<file path="config.mk">
export PLATFORM = sky130hd
export DESIGN_NAME = core
export DESIGN_NICKNAME = d
export VERILOG_FILES = /design/src/rtl/core.sv
export SDC_FILE = /design/constraint.sdc
export NUM_CORES = 1
export LEC_CHECK = 0
export BUFFER_PORTS_ARGS = -buffer_cell sky130_fd_sc_hd__buf_2
export CAP_MARGIN = 20
export CORE_ASPECT_RATIO = 0.75
export CORE_UTILIZATION = 35
export CTS_CLUSTER_DIAMETER = 150
export CTS_CLUSTER_SIZE = 20
export DETAILED_ROUTE_END_ITERATION = 12
export PLACE_DENSITY = 0.53
export SLEW_MARGIN = 20
export SYNTH_ARGS = -nofsm -noshare
export SYNTH_HDL_FRONTEND = slang
export SYNTH_SLANG_ARGS = --single-unit
</file>
<file path="constraint.sdc">
create_clock -name CLK -period 3.1 [get_ports CLK]
set_input_delay 0.465 -clock CLK [delete_from_list [all_inputs] [get_ports CLK]]
set_output_delay 0.465 -clock CLK [all_outputs]
set_load 0.02 [all_outputs]
</file>
<file path="src/rtl/core.sv">
// core: receives two Q8.8 operands as four bytes from a UART receiver,
// adds them with saturation, and sends the 16-bit result back MSB first
// through a UART transmitter using a strobe/done handshake.
module core (
  input  logic       CLK,
  input  logic       RST,
  input  logic [7:0] Rx_Byte_in,
  input  logic       Rx_DV_in,
  input  logic       Tx_Done_in,
  output logic       Tx_DV_out,
  output logic [7:0] Tx_Byte_out,
  output logic [7:0] c_out
);

  typedef enum logic [2:0] {
    ST_RX       = 3'd0,
    ST_CALC     = 3'd1,
    ST_TX_MSB   = 3'd2,
    ST_WAIT_MSB = 3'd3,
    ST_TX_LSB   = 3'd4,
    ST_WAIT_LSB = 3'd5
  } state_t;

  state_t      state_q, state_d;
  logic [1:0]  cnt_q, cnt_d;
  logic [15:0] a_q, a_d;
  logic [15:0] b_q, b_d;
  logic [15:0] c_q, c_d;
  logic [7:0]  tx_byte_q, tx_byte_d;
  logic        tx_dv_q, tx_dv_d;
  logic [7:0]  c_out_q, c_out_d;

  logic [16:0] sum_ext;
  logic [15:0] sum_sat;

  // Sign-extended add; a mismatch between the top two bits signals overflow,
  // and the carry-out bit tells which rail to clamp to.
  always_comb begin
    sum_ext = {a_q[15], a_q} + {b_q[15], b_q};
    sum_sat = sum_ext[15:0];
    if (sum_ext[16] != sum_ext[15]) begin
      sum_sat = sum_ext[16] ? 16'h8000 : 16'h7FFF;
    end
  end

  // Next-state logic; the transmit byte and strobe are set up on the edge
  // that enters a TX state so they are valid for the whole TX cycle.
  always_comb begin
    state_d   = state_q;
    cnt_d     = cnt_q;
    a_d       = a_q;
    b_d       = b_q;
    c_d       = c_q;
    tx_byte_d = tx_byte_q;
    tx_dv_d   = 1'b0;
    c_out_d   = c_out_q;

    case (state_q)
      ST_RX: begin
        if (Rx_DV_in) begin
          case (cnt_q)
            2'd0:    a_d[15:8] = Rx_Byte_in;
            2'd1:    a_d[7:0]  = Rx_Byte_in;
            2'd2:    b_d[15:8] = Rx_Byte_in;
            default: b_d[7:0]  = Rx_Byte_in;
          endcase
          if (cnt_q == 2'd3) begin
            cnt_d   = 2'd0;
            state_d = ST_CALC;
          end else begin
            cnt_d = cnt_q + 2'd1;
          end
        end
      end

      ST_CALC: begin
        c_d       = sum_sat;
        c_out_d   = sum_sat[15:8];
        tx_byte_d = sum_sat[15:8];
        tx_dv_d   = 1'b1;
        state_d   = ST_TX_MSB;
      end

      ST_TX_MSB: begin
        state_d = ST_WAIT_MSB;
      end

      ST_WAIT_MSB: begin
        if (Tx_Done_in) begin
          tx_byte_d = c_q[7:0];
          tx_dv_d   = 1'b1;
          state_d   = ST_TX_LSB;
        end
      end

      ST_TX_LSB: begin
        state_d = ST_WAIT_LSB;
      end

      ST_WAIT_LSB: begin
        if (Tx_Done_in) begin
          state_d = ST_RX;
        end
      end

      default: begin
        state_d = ST_RX;
        cnt_d   = 2'd0;
      end
    endcase
  end

  // State and datapath registers; reset aborts any transaction in flight.
  always_ff @(posedge CLK or negedge RST) begin
    if (!RST) begin
      state_q   <= ST_RX;
      cnt_q     <= 2'd0;
      a_q       <= 16'h0000;
      b_q       <= 16'h0000;
      c_q       <= 16'h0000;
      tx_byte_q <= 8'h00;
      tx_dv_q   <= 1'b0;
      c_out_q   <= 8'h00;
    end else begin
      state_q   <= state_d;
      cnt_q     <= cnt_d;
      a_q       <= a_d;
      b_q       <= b_d;
      c_q       <= c_d;
      tx_byte_q <= tx_byte_d;
      tx_dv_q   <= tx_dv_d;
      c_out_q   <= c_out_d;
    end
  end

  assign Tx_DV_out   = tx_dv_q;
  assign Tx_Byte_out = tx_byte_q;
  assign c_out       = c_out_q;

endmodule

</file>
### Word level (Yosys, flattened, before mapping)

Index checks and enable logic that the tools add are counted.

* flip-flop bits (word level): 62
* bits of input ports: 12
* word-level logic and storage cells: 53

* add/sub/neg operators: 2
* equality and inequality tests: 13
* multiplexer cells: 14
* bitwise logic cells: 2
* reduce and logical (&&, ||, !) cells: 12

Operators by type and width (number)
* 2-to-1 mux 16 bit: 2
* case mux 3 bit (6 select lines): 1
* adder 16 x 16 -> 17 bit: 1
* case mux 8 bit (2 select lines): 1
* 2-to-1 mux 3 bit: 4
* AND reduction 3 bit: 4
* 2-to-1 mux 8 bit: 1
* inequality test 2 bit (second input constant): 4
* == test 3 x 2 -> 1 bit (second input constant): 2
* == test 3 bit (second input constant): 2
* OR reduction 5 bit: 1
* == test 2 bit (second input constant): 2
* 2-to-1 mux 2 bit: 2
* case mux 2 bit (2 select lines): 1
* AND reduction 2 bit: 2
* AND reduction 4 bit: 1
* == test 3 x 1 -> 1 bit (second input constant): 1
* logical NOT 3 bit: 1
* OR reduction 3 bit: 1
* adder 2 x 1 -> 2 bit (second input constant): 1
* == test 2 x 1 -> 1 bit (second input constant): 1
* logical NOT 2 bit: 1
* NOT 1 bit: 2
* case mux 1 bit (2 select lines): 1
* 3 further kinds: 3

### Longest topological paths before layout

Gate-level depths: netlist of the first run.

* depth in word-level cells: 4
* mapped depth: 11

### Least setup slack after synthesis of the first run

OpenSTA, ideal clock, no wires.

* path kind: reg2reg
* start: reg a_q[0]
* end: reg c_out_q[6] (netlist: c_out[6])
* library setup time: 0.132 ns
* arrival: 2.279 ns
* required time: 2.968 ns
* setup slack: 0.689 ns
* cell stages (with the launch flop): 11
* path buffers: 0
* period minus slack after synthesis: 2.411 ns
* path through: dfrtp_1 > ha_1 > inv_1 > fa_1 > nand2b_1 > a21o_1 > and2_1 > o31ai_1 > mux2_2 > a31oi_1 > a21oi_1

* word-level cells in the longest chain between the ends: 3
* elaborated cells between the ends (all ways): 4
* those cells by class: 1 x add/sub; 1 x eq/ne; 2 x mux

RTL lines
* from (decl): RTL line 26 `logic [15:0] a_q, a_d;`
* from (signal assigned): RTL line 118 `a_q <= 16'h0000;`
* from (signal assigned): RTL line 127 `a_q <= a_d;`
* adder 16 x 16 -> 17 bit *: RTL line 39 `sum_ext = {a_q[15], a_q} + {b_q[15], b_q};`
* 2-to-1 mux 16 bit / inequality test 1 bit (equally long branches): RTL line 42, 41
* 2-to-1 mux 16 bit *: RTL line 41 `if (sum_ext[16] != sum_ext[15]) begin`
* to (signal assigned): RTL line 132 `c_out_q <= c_out_d;`
* to (decl): RTL line 31 `logic [7:0] c_out_q, c_out_d;`

Every way passes the cells marked *; elsewhere a longest branch is shown, timed or not.
A chain may end at the register's enable or synchronous reset.

### Worst setup path after layout of the first run

* start: reg a_q[11]
* end: reg c_out_q[6] (netlist: c_out[6])

The elaborated chain is that of the path after synthesis.

==> results of run 1 <==
-- state kept, by name (all words and copies together) (netlist names) --
register	count
Tx_Byte_out	8
Tx_DV_out	1
a_q	16
b_q	16
c_out	8
c_q	8
cnt_q	2
state_q	3
-- Yosys cell counts, drive strengths merged, types with 3 or more instances --
library cell,n
mux2,33
clkbuf,8
o211ai,3
nor3,3
a21oi,27
nand2,31
nand3,4
buf,3
nor2b,4
xnor2,5
nor2,23
a31oi,3
a21o,4
maj3,4
inv,9
and2,4
a22oi,6
nand2b,6
dfrtp,62
and3,4
o21ai,35
xor2,5
a22o,6
ha,21
-- worst paths after layout --
check | from | end | slack [ps] | cells after the start
worst max-delay path | a_q[11] | c_out[6] | 390 | 9
worst min-delay path | RST | Tx_DV_out | 110 | 2
worst max register to register | a_q[11] | c_out[6] | 390 | 9
worst min register to register | c_out[2] | c_out[2] | 470 | 2
max in group asynchronous | RST | b_q[10] | 2520 | 2
min in group CLK | Rx_Byte_in[3] | b_q[11] | 410 | 2
-- final cells by class --
cell class	count	share of cell area (%)
multi-input combinational	262	45.60
sequential	62	37.87
clock buffer	10	5.590
timing repair buffer	32	4.154
tap	132	4.032
clock inverter	5	1.833
inverter	10	0.9163
-- cell families after synthesis --
| kind of cell | count (synthesis) | share of synthesized area [%] |
|---|---|---|
| flops | 62 | 44.30 |
| compound gates | 101 | 17.86 |
| mux | 35 | 11.18 |
| xor+xnor | 10 | 2.501 |
| buf+inv | 21 | 2.358 |
| fa+ha+maj | 26 | 9.360 |
| simple gates | 90 | 12.43 |
-- layout by cell type, fill, tap and decap left out, types with 12 or more instances in the layout --
cell and count:
dfrtp_1 62, nand2_1 31, buf_2 28, a21oi_1 27
mux2_2 26, nor2_1 23, o21ai_1 23, ha_1 21
o21ai_0 12
-- layer usage --
| metal | vias up | routed length, µm |
|---|---|---|
| met5 | - | 0 |
| met2 | 50 | 3225 |
| met1 | 1309 | 4559 |
| li1 | 1320 | - |
| met4 | 0 | 96 |
| met3 | 9 | 302 |
-- critical path: stages, from the launching register on --
cell       delay, ps
dfrtp_1          380
ha_1             420
a21oi_1          330
a21boi_1         220
o2111ai_1        140
o2bb2ai_2        390
a21oi_1          180
buf_4            200
a31oi_1          200
a21oi_1          100
-- stage by stage --
step	worst slack, ps	instance area (µm²)	hold slack, ps	util, %
final	389.9	4096	114.6	42.25
after global routing	212.9	4096	145.9	42.25
after CTS	419.9	4096	115.2	42.25
after detailed placement	420.9	3792	470.4	39.11
after global placement	462.2	3792	462.1	39.11
after floorplan	689.0	3502	169.4	-
==> results.ini, run 1 <==
[run_status]
status=finished clean

[min_path]
min_path_type=primary input to async pin

[timing]
finClkSkew_ps=4.230
worst_pin_slew_ps=677.7
maxSlewHeadroom_pct=54.82
period_minus_slack_ps=2710
final.period_utilization_pct=87.42
grt_setup_unrepaired=false
hold_viol=0
finalMaxSlewViolations=0
fmax_ghz=0.3690
setup_tns_ps=0
setup_viol=0

[final_layout]
area.growth.synth_to_final_pct=16.97
fillers=981
instances_no_fill=513
area.sequential_mm2=0.001551
n_antenna_cell=0
num-nets-final=411
multiInputGateArea_mm2=0.001868
layout-drive-gt1-share_pct=20.73

[flow_run]
drv_cap=0

[grt]
overflow=0
grt_pass1_vias=2624
met3_usage_pct=4.704
grtUsageMet1_pct=25.19
grt_pass1_wl_um=13660
grtUsageTotal_pct=17.32
busiest_layer=met1
use_met2_pct=24.53
antenna_found_initial=0
grt_max_degree=41

[routing]
vias=2688
drt_iter0_drc=139
via_per_inst=5.240
final_antenna_net_count=0
routedWlPerCell_um=15.95
dr.pass1.iters=4
wl_um=8184
post-route-drc-count=0

[logic_synthesis]
synth_top_area_share_pct=44.30
synthTopCellsByArea=dfrtp_1, mux2_2, ha_1
syn_nets=379
async_flop_share_pct=100.0
synthFlopType=dfrtp_1
yosys_warnings=0
ys_ff_latch=62
synth_edf_count=0
yosysUniqueCellTypes=52
ys_seq_area_share_pct=44.30
synth_top_area_cell=dfrtp_1
syn-instance-count=345
synth_area_mm2=0.003502
syn_area_per_cell_um2=10.15

[die]
io_pins=29
num_rows=31
core_mm2=0.009697
die_x_um=117.5
start_util_pct=36.12
die-area_mm2=0.01041
die_y_um=88.63

[clock_tree]
cts_setup_buffers=0
cts_root_buffer=clkbuf_16
clock_sinks=62
clock_latency_ps=330
cts_max_level=3
tritoncts.num_buffers=9
cts_tree=done
hold_buffers=0
clk_path_buf_depth=2
cts.clk_slew.worst_paths_ps=50
cts-resized-gates=0

[worst_setup_path]
worstSetupEndpointType=register
crit_arrival_ps=2900
cp-start-kind=register
cp_max_fo=7
cp_data_required_time_ps=3290
path_class=register to register

[place]
portBuffers=28
dp_hpwl_um=6353
dp.cells=498
gp_congestion=0.8874

Power of run 1 is not shown: default switching activity piles up to over one toggle a cycle in this logic, so the estimate is an artifact.
==> inputs of run 2 (changes only) <==
--- a/config.mk
+++ b/config.mk
@@ -7,13 +7,16 @@
 export LEC_CHECK = 0
 export BUFFER_PORTS_ARGS = -buffer_cell sky130_fd_sc_hd__buf_2
 export CAP_MARGIN = 20
+export CELL_PAD_IN_SITES_DETAIL_PLACEMENT = 1
+export CELL_PAD_IN_SITES_GLOBAL_PLACEMENT = 1
 export CORE_ASPECT_RATIO = 0.75
 export CORE_UTILIZATION = 35
 export CTS_CLUSTER_DIAMETER = 150
 export CTS_CLUSTER_SIZE = 20
 export DETAILED_ROUTE_END_ITERATION = 12
-export PLACE_DENSITY = 0.53
+export PLACE_DENSITY = 0.64
 export SLEW_MARGIN = 20
 export SYNTH_ARGS = -nofsm -noshare
 export SYNTH_HDL_FRONTEND = slang
 export SYNTH_SLANG_ARGS = --single-unit
+export TNS_END_PERCENT = 50
==> results.ini, run 2 (synthesized netlist as in run 1, its figures left out) <==
[clock_tree]
cts_setup_buffers=0
tritoncts.num_buffers=9
clock_latency_ps=330
cts_max_level=3
clk_path_buf_depth=2
clock_sinks=62
cts_tree=done
cts-resized-gates=0
hold_buffers=0
cts.clk_slew.worst_paths_ps=50
cts_root_buffer=clkbuf_16

[routing]
routedWlPerCell_um=17.19
wl_um=8819
final_antenna_net_count=0
post-route-drc-count=0
dr.pass1.iters=7
drt_iter0_drc=185
vias=2742
via_per_inst=5.345

[flow_run]
drv_cap=0

[die]
num_rows=31
start_util_pct=36.12
io_pins=29
die_x_um=117.5
core_mm2=0.009697
die-area_mm2=0.01041
die_y_um=88.63

[final_layout]
n_antenna_cell=0
instances_no_fill=513
layout_common_cells=dfrtp_1, nand2_1, buf_2, a21oi_1, mux2_2
num-nets-final=410
multiInputGateArea_mm2=0.001868
top_regs=a_q x16, b_q x16
layout_commonest_cell=dfrtp_1
area.sequential_mm2=0.001551
layout-drive-gt1-share_pct=20.47
area.growth.synth_to_final_pct=15.76
design_area_mm2=0.004054
fillers=1140

[timing]
fmax_ghz=0.3703
maxSlewHeadroom_pct=46.42
setup_viol=0
worst_pin_slew_ps=803.7
hold_viol=0
finClkSkew_ps=7.583
setup_tns_ps=0
whs_ps=315.9
grt_setup_unrepaired=false
period_minus_slack_ps=2700
finalMaxSlewViolations=0
final.period_utilization_pct=87.11

[worst_setup_path]
worstSetupEndpointType=register
path_class=register to register
crit_arrival_ps=2890
reg2reg_from=b_q[0]
crit_path_cell_trace=ha_1 -> inv_1 -> fa_1 -> nand2b_1 -> a21o_1 -> and2_1 -> o31ai_1 -> mux2_2 -> a31oi_1 -> a21oi_1
slowest_stage=fa_1
rr_worst_depth=10
r2r_end=c_out[6]
critPathMaxStageDelay_ps=380
cp-start-kind=register
cp_data_required_time_ps=3290
r2r_slack_ps=400
cp_max_fo=4

[grt]
antenna_found_initial=0
grt_max_degree=63
grtUsageTotal_pct=18.63
grt_pass1_wl_um=15000
overflow=0
grt_pass1_vias=2804

[place]
gp_congestion=0.8667
dp_hpwl_um=6732
place_area_mm2=0.003785
dp.cells=497
portBuffers=28

[min_path]
min_path_type=primary input to async pin

[run_status]
status=finished clean

## run 2: layer usage
layer  GRT usage [%]  wire length (µm)  up-vias
met1           27.04              4618     1346
li1                -                 -     1331
met4           4.545                53        0
met3           4.124               355        6
met2           28.24              3792       59
met5               0                 0        -
## run 2: worst max path at each step
stage	startpoint	end	slack, ps	depth (start not counted)
global route	a_q[11]	Tx_Byte_out[2]	160	9
global placement	a_q[0]	c_out[6]	530	10
finish	b_q[0]	c_out[6]	400	10
CTS	b_q[0]	c_out[6]	410	10
detailed placement	b_q[0]	c_out[6]	430	10
floorplan	a_q[0]	c_out[6]	690	10
## run 2: area by class of cell
class,count,area share [%]
Sequential cell,62,38.27
Multi-Input combinational cell,262,46.08
Clock buffer,12,6.080
Timing Repair Buffer,31,4.012
Tap cell,132,4.074
Clock inverter,4,0.5556
Inverter,10,0.9259
## run 2: through the flow
step	utilization [%]	setup WS, ps
finish	41.81	399.7
global route	41.81	157.4
CTS	41.81	405.7
detailed placement	39.03	425.8
global placement	39.03	529.3
floorplan	-	689.0
## run 2: worst max-delay path, delay by kind of cell (launching register included)
family,cells,cell delay (ps)
adder cells (fa/ha/maj),2,580
flip-flops,1,360
AND/OR/NAND/NOR,2,380
multiplexers,1,370
buffers and inverters,1,60
AO/OA/AOI/OAI,4,830
Power of run 2 is left out for the same reason.
==> inputs of run 3 (changes only) <==
--- a/config.mk
+++ b/config.mk
@@ -10,11 +10,11 @@
 export CELL_PAD_IN_SITES_DETAIL_PLACEMENT = 1
 export CELL_PAD_IN_SITES_GLOBAL_PLACEMENT = 1
 export CORE_ASPECT_RATIO = 0.75
-export CORE_UTILIZATION = 35
+export CORE_UTILIZATION = 40
 export CTS_CLUSTER_DIAMETER = 150
 export CTS_CLUSTER_SIZE = 20
 export DETAILED_ROUTE_END_ITERATION = 12
-export PLACE_DENSITY = 0.64
+export PLACE_DENSITY = 0.71
 export SLEW_MARGIN = 20
 export SYNTH_ARGS = -nofsm -noshare
 export SYNTH_HDL_FRONTEND = slang
==> results.ini, run 3 (synthesized netlist as in run 1, its figures left out) <==
[run_status]
status=finished clean

[routing]
drt_iter0_drc=183
vias=2780
dr.pass1.iters=4
wl_um=9083
dr_wl_met2_um=4079
top_layer=met4
final_antenna_net_count=0
m1WireLength_um=4463
routedWlPerCell_um=18.57
wl_met3_um=421
via_per_inst=5.685
post-route-drc-count=0

[worst_setup_path]
cp-start-kind=register
crit_path_cell_trace=ha_1 -> inv_1 -> fa_1 -> nand2b_1 -> a21o_1 -> and2_1 -> o31ai_1 -> mux2_2 -> a31oi_1 -> a21oi_1
critPathMaxStageDelay_ps=380
path_class=register to register
cp_max_fo=4
slowest_stage=fa_1
worstSetupEndpointType=register
cp_data_required_time_ps=3300
crit_arrival_ps=2910
critPathBufInv=1
path_delay_family=compound AO/OA/AOI/OAI gates

[clock_tree]
clock_latency_ps=330
cts-resized-gates=0
clock_sinks=62
tritoncts.num_buffers=9
hold_buffers=0
cts_root_buffer=clkbuf_16
cts_tree=done
cts_setup_buffers=0
clk_path_buf_depth=2
cts.clk_slew.worst_paths_ps=50
cts_max_level=3

[final_layout]
layout_common_cells=dfrtp_1, nand2_1, a21oi_1, buf_2, mux2_2
top_regs=a_q x16, b_q x16
layout_commonest_cell=dfrtp_1
area.growth.synth_to_final_pct=16.54
layout-drive-gt1-share_pct=21.00
num-nets-final=410
n_antenna_cell=0

[place]
gp_congestion=0.9650
dp_hpwl_um=6988
portBuffers=28

[timing]
worst_pin_slew_ps=698.9
grt_setup_unrepaired=false
finalMaxSlewViolations=0
hold_viol=0
period_minus_slack_ps=2708
setup_tns_ps=0
fmax_ghz=0.3693
whs_ps=154.2
setup_viol=0
finClkSkew_ps=6.370
maxSlewHeadroom_pct=53.41
final.period_utilization_pct=87.34

[flow_run]
drv_cap=0

[grt]
overflow=0
grt_max_degree=50
grtUsageTotal_pct=22.34
grt_pass1_vias=2915
grt_pass1_wl_um=15220
antenna_found_initial=0

[min_path]
min_path_type=primary input to async pin

[die]
die-area_mm2=0.009138
die_x_um=110.0
die_y_um=83.04
core_mm2=0.008491
start_util_pct=41.25
num_rows=29
io_pins=29

[run 3: area by class of cell]
class,count,area (µm²)
fill,977,4409
multi-input combinational,262,1868
sequential,62,1551
clock buffer,10,239.0
timing repair buffer,31,165.2
tap,108,135.1
clock inverter,6,85.08
inverter,10,37.54
[run 3: final timing paths]
check                                   start         to  slack (ps)  cells past startpoint
worst max-delay path                   a_q[0]   c_out[6]         390                     10
worst min-delay path                      RST  Tx_DV_out         150                      1
worst max register to register         a_q[0]   c_out[6]         390                     10
worst min register to register       c_out[4]   c_out[4]         480                      2
max in group asynchronous                 RST     b_q[5]        2300                      2
min in group CLK                Rx_Byte_in[6]     a_q[6]         390                      2
[run 3: routing by layer]
layer | up-vias | global-route usage [%]
met3 | 12 | 6.044
met4 | 0 | 7.515
met2 | 62 | 33.13
met5 | - | 0
met1 | 1397 | 31.26
li1 | 1309 | -
[run 3: metrics by stage]
stage	instance area, µm²	std cells	utilization (%)	setup slack, ps
6_report	4081	489	48.07	392.4
2_1_floorplan	3502	345	-	689.0
4_1_cts	4081	489	48.07	375.3
5_1_grt	4081	489	48.07	238.3
3_3_place_gp	3755	473	44.22	494.8
3_5_place_dp	3757	473	44.25	393.6
[run 3: worst reg2reg max path, delay by kind of cell, from the launching register on]
family                     cells  cell delay, ps
AOI/OAI and AO/OA              4             800
adders and majority gates      2             590
buffers and inverters          1              70
DFF                            1             350
muxes                          1             370
and+or+nand+nor                2             380
Power of run 3 is left out for the same reason.
